## src/rtl/mem_xfer_ctrl.sv

```systemverilog
// mem_xfer_ctrl: copies a block of words from memA into memB and can optionally
// read both back and compare them. All memory address and write-enable traffic originates here.
module mem_xfer_ctrl #(
  parameter int DW  = 8,
  parameter int AWA = 3,
  parameter int AWB = 2
) (
  input  logic           clock,
  input  logic           reset,
  input  logic           start,
  input  logic [AWA-1:0] src_base,
  input  logic [AWB-1:0] dst_base,
  input  logic [AWB:0]   count,
  input  logic           verify,
  output logic [AWA-1:0] AddrA,
  input  logic [DW-1:0]  DOutA,
  output logic [AWB-1:0] AddrB,
  output logic           WEB,
  output logic [DW-1:0]  DataInB,
  input  logic [DW-1:0]  DOutB,
  output logic           busy,
  output logic           done,
  output logic           error,
  output logic [AWB:0]   mismatch_cnt
);
  typedef enum logic [2:0] {IDLE, RD, WR, VRD, VCMP, DONE} stateT;

  function automatic logic [AWB:0] clampCount(input logic [AWB:0] req);
    logic [AWB:0] maxWords;
    maxWords = {1'b1, {AWB{1'b0}}};
    return (req > maxWords) ? maxWords : req;
  endfunction

  stateT          state, nextState;
  logic [AWB-1:0] idx, lastIdx, dstBase, addrBHold, dstAddr;
  logic [AWA-1:0] srcBase, addrAHold, srcAddr;
  logic [AWB:0]   nClamp, nMinus1;
  logic           verifyEn, lastWord, accept;

  assign nClamp   = clampCount(count);
  assign nMinus1  = nClamp - 1'b1;
  assign accept   = (state == IDLE) && start;
  assign lastWord = (idx == lastIdx);
  assign srcAddr  = srcBase + AWA'(idx);
  assign dstAddr  = dstBase + idx;

  always_ff @(posedge clock or posedge reset) begin
    if (reset) state <= IDLE;
    else       state <= nextState;
  end

  always_comb begin
    nextState = state;
    AddrA     = addrAHold;
    AddrB     = addrBHold;
    WEB       = 1'b0;
    DataInB   = '0;
    busy      = 1'b0;
    done      = 1'b0;
    unique case (state)
      IDLE: begin
        if (start) nextState = (nClamp == '0) ? DONE : RD;
      end
      RD: begin
        busy      = 1'b1;
        AddrA     = srcAddr;
        nextState = WR;
      end
      WR: begin
        busy    = 1'b1;
        WEB     = 1'b1;
        AddrB   = dstAddr;
        DataInB = DOutA;
        if (lastWord) nextState = verifyEn ? VRD : DONE;
        else          nextState = RD;
      end
      VRD: begin
        busy      = 1'b1;
        AddrA     = srcAddr;
        AddrB     = dstAddr;
        nextState = VCMP;
      end
      VCMP: begin
        busy      = 1'b1;
        nextState = lastWord ? DONE : VRD;
      end
      DONE: begin
        done      = 1'b1;
        nextState = IDLE;
      end
      default: nextState = IDLE;
    endcase
  end

  // Control state: word index, held addresses, compare results
  always_ff @(posedge clock or posedge reset) begin
    if (reset) begin
      idx          <= '0;
      verifyEn     <= 1'b0;
      addrAHold    <= '0;
      addrBHold    <= '0;
      error        <= 1'b0;
      mismatch_cnt <= '0;
    end else begin
      if (accept) begin
        idx          <= '0;
        verifyEn     <= verify;
        error        <= 1'b0;
        mismatch_cnt <= '0;
      end
      if (state == RD || state == VRD) addrAHold <= srcAddr;
      if (state == WR || state == VRD) addrBHold <= dstAddr;
      if (state == WR) idx <= lastWord ? '0 : idx + 1'b1;
      if (state == VCMP) begin
        if (DOutA != DOutB) begin
          error        <= 1'b1;
          mismatch_cnt <= mismatch_cnt + 1'b1;
        end
        if (!lastWord) idx <= idx + 1'b1;
      end
    end
  end

  // Transfer parameters captured at start; meaningful only while busy
  always_ff @(posedge clock) begin
    if (accept) begin
      srcBase <= src_base;
      dstBase <= dst_base;
      lastIdx <= nMinus1[AWB-1:0];
    end
  end

endmodule

```

## config.mk

```make
export PLATFORM = sky130hd
export DESIGN_NAME = mem_xfer_ctrl
export DESIGN_NICKNAME = d
export VERILOG_FILES = /design/src/rtl/mem_xfer_ctrl.sv
export SDC_FILE = /design/constraint.sdc
export NUM_CORES = 1
export LEC_CHECK = 0
export CAP_MARGIN = 20
export CORE_MARGIN = 4
export CORE_UTILIZATION = 40
export CTS_CLUSTER_DIAMETER = 150
export CTS_CLUSTER_SIZE = 30
export DETAILED_ROUTE_END_ITERATION = 10
export GPL_ROUTABILITY_DRIVEN = 0
export PLACE_DENSITY = 0.74
export SLEW_MARGIN = 20
export SYNTH_ARGS = -nofsm -noshare
export SYNTH_HDL_FRONTEND = slang
export SYNTH_SLANG_ARGS = --single-unit
export TNS_END_PERCENT = 10
```

## constraint.sdc

```tcl
create_clock -name clock -period 2.2 [get_ports clock]
set_clock_uncertainty 0.2 [all_clocks]
set_input_delay 0.22 -clock clock [delete_from_list [all_inputs] [get_ports clock]]
set_output_delay 0.22 -clock clock [all_outputs]
set_load 0.005 [all_outputs]
```

==> summary.md <==
| Metric | Value |
|---|---|
| PwrDens | `1100 nW/um^2` |
| Crit Path Max Fanout | `5` |
| Fraction of layout instances using a drive strength above 1 | `0.136` |
| Most common cell after layout, fill and taps aside | `clkdlybuf4s50_1` |
| Iteration-0 DRC Markers | `59` |
| Top Ports | `48` |
| Setup crit end kind | `output pin` |
| Largest net degree at the start of global routing | `16` |
| H-tree depth | `1` |
| Most frequent cells in the layout | `33 x clkdlybuf4s50_1, 13 x nand2_1, 13 x dfrtp_1, 11 x dlygate4sd2_1` |
| I/O Buffers | `47` |
| Max-Cap Viols | `0` |
| Core area | `2850 um^2` |
| Core Rows | `19` |
| CTS tree | `yes` |
| Drt pass-1 iters | `4` |
| Final worst path period share | `0.972` |
| Worst EP arrival | `1.72 ns` |
| CP bufs+invs | `2` |
| Initial Utilization | `0.434` |
| Final Power | `2.06 mW` |
| CP max-delay cell | `dfrtp_1` |
| Ys Warns | `0` |
| Hold_ws | `0.0517 ns` |
| Worst Setup Start Kind | `flip-flop` |
| RSZ-0062 raised after global routing | `yes` |
| Seq/Total Area, Yosys | `0.473` |
| Post-route ant nets | `0` |
| Final Util | `0.655` |
| Fin. Hold Viols | `0` |
| Wire length per cell | `14.5 um` |
| Syn Nets | `155` |
| Number of remaining DRC errors | `0` |
| Synthesized flop and latch total | `22` |
| Cts bufs inserted | `3` |
| Setup WS pre-CTS | `-0.0203 ns` |
| CP top delay family | `buffers and inverters` |
| Minimum clock period | `2.14 ns` |
| Met1 Use GR | `0.192` |
| Leak Pwr | `0.843 nW` |
| Slew @ Worst Pin | `0.595 ns` |
| DIE WIDTH | `63.7 um` |
| Synth unique cells | `32` |
| Total track usage | `0.160` |
| Vias in the first global route | `1060` |
| GR Util met2 | `0.274` |
| Slew Viols, Final | `0` |
| Clock latency on the worst-skew pair | `0.31 ns` |
| Area growth syn-to-layout | `50.9%` |
| Grt total ovfl | `0` |
| VDD IR max | `0.525 mV` |
| Synthesized area per cell | `10.2 um^2` |
| Die area | `4050 um^2` |
| Status | `finished, final reports clean` |
| Worst slew margin | `0.603` |
| Final setup margin | `0.0606 ns` |
| Clock Tree Buf Depth | `2` |
| Cells after Synth | `122` |
| Die Height | `63.7 um` |
| Met3 usage | `0.0462` |
| DP HPWL | `2.36 mm` |
| Worst Hold Class | `input pin to asynchronous set/reset pin` |
| Layout Nets | `211` |
| Crit path cell chain | `buf_4, ha_1, xnor2_1, xnor2_1, o21ai_1, dlygate4sd2_1` |
| CP most frequent cell | `xnor2_1` |
| Vias per cell | `5.01` |
| WL final | `3.01 mm` |
| Global-route wire length before repair | `5.06 mm` |
| Via Count | `1042` |
| Root buffer cell | `clkbuf_4` |
| Cell Area, Synth | `1240 um^2` |
| Kind of critical path | `flip-flop to output pin` |
| Fmax | `0.467 GHz` |
| Busiest grt layer | `met2` |
| Final setup vio count | `0` |
| Antenna cells | `0` |
| Antenna violations before repair | `0` |
| Critical path required time | `1.78 ns` |
| Crit path largest cell delay | `0.40 ns` |
| Clock-pin slew on the worst setup and hold paths | `0.13 ns` |
| CTS Sinks | `22` |
## registers in the layout, indices dropped and copies added (netlist names)
| register | cells |
|---|---|
| addrAHold | 3 |
| lastIdx | 2 |
| mismatch_cnt | 3 |
| state | 3 |
| srcBase | 3 |
| idx | 2 |
| error | 1 |
| dstBase | 2 |
| verifyEn | 1 |
| addrBHold | 2 |
## worst paths after layout
path	startpoint	end	slack, ns	cells past startpoint
setup / recovery	idx[0]	AddrB[1]	0.06	6
hold / removal	reset	mismatch_cnt[2]	0.05	2
setup reg to reg	idx[0]	idx[1]	0.29	5
hold reg to reg	addrAHold[1]	addrAHold[1]	0.29	2
max in group asynchronous	reset	state[1]	1.33	2
min in group clock	src_base[0]	srcBase[0]	0.25	1
## metrics by stage
step	TNS [ns]	instances	instance area, um^2
2_1_floorplan	0	122	1240
3_3_place_gp	0	201	1770
3_5_place_dp	-0.0203	201	1770
4_1_cts	-0.00755	205	1830
5_1_grt	-0.136	208	1870
6_report	0	208	1870
## metal layers
metal	routed length, um	vias to the layer above	share of wire
met5	0	-	0
met4	35	0	0.012
met3	122	4	0.041
met2	1570	26	0.52
met1	1280	485	0.43
li1	-	527	-
## synthesized netlist by cell type, drive strengths merged
master,instances,area share
a211oi,2,0.012
a21oi,1,0.0040
a221o,1,0.0081
a221oi,1,0.0071
and2,10,0.051
clkbuf,3,0.0091
dfrtp,15,0.30
edfxtp,7,0.17
fa,1,0.016
ha,4,0.040
inv,9,0.027
mux2,2,0.018
mux2i,4,0.032
nand2,13,0.039
nand2b,4,0.020
nand3,1,0.0040
nand4,2,0.010
nor2,7,0.021
nor2b,3,0.015
nor3,3,0.012
nor3b,3,0.018
o2111ai,1,0.0071
o211ai,1,0.0061
o21ai,7,0.028
o21bai,1,0.0061
o22ai,1,0.0051
o31ai,1,0.0061
or3,1,0.0051
xnor2,10,0.071
xor2,3,0.027
## what timing repair did
action                     4_1_cts  5_1_grt
setup endpoints to repair       15        6
buffers inserted                 0        3
hold endpoints to repair         0        0
resized for setup               27        6
pin swaps                        1        1
hold buffers                     0        0
## logic make-up (layout without fill, tap and decap cells)
kind of cell               after synthesis  after routing  synth area share
AOI/OAI and AO/OA                       17             17            0.0899
buffers and inverters                   12             67            0.0364
and+or+nand+nor                         47             47             0.196
DFF                                     22             22             0.473
xor gates and xnor gates                13             13            0.0980
adders and majority gates                5              5            0.0566
muxes                                    6              6            0.0505
## where the power goes
group	internal, mW	switching (mW)
clock	0.184	0.129
sequential	0.577	0.113
combinational	0.565	0.493
## layout make-up
cell class / count / area [um^2]
Clock buffer: 3 / 22.5
Multi-Input combinational cell: 88 / 642
Tap cell: 31 / 38.8
Fill cell: 244 / 983
Clock inverter: 1 / 30.0
Inverter: 9 / 33.8
Timing Repair Buffer: 54 / 514
Sequential cell: 22 / 588
Note: power is estimated with default switching activity, not from simulation.
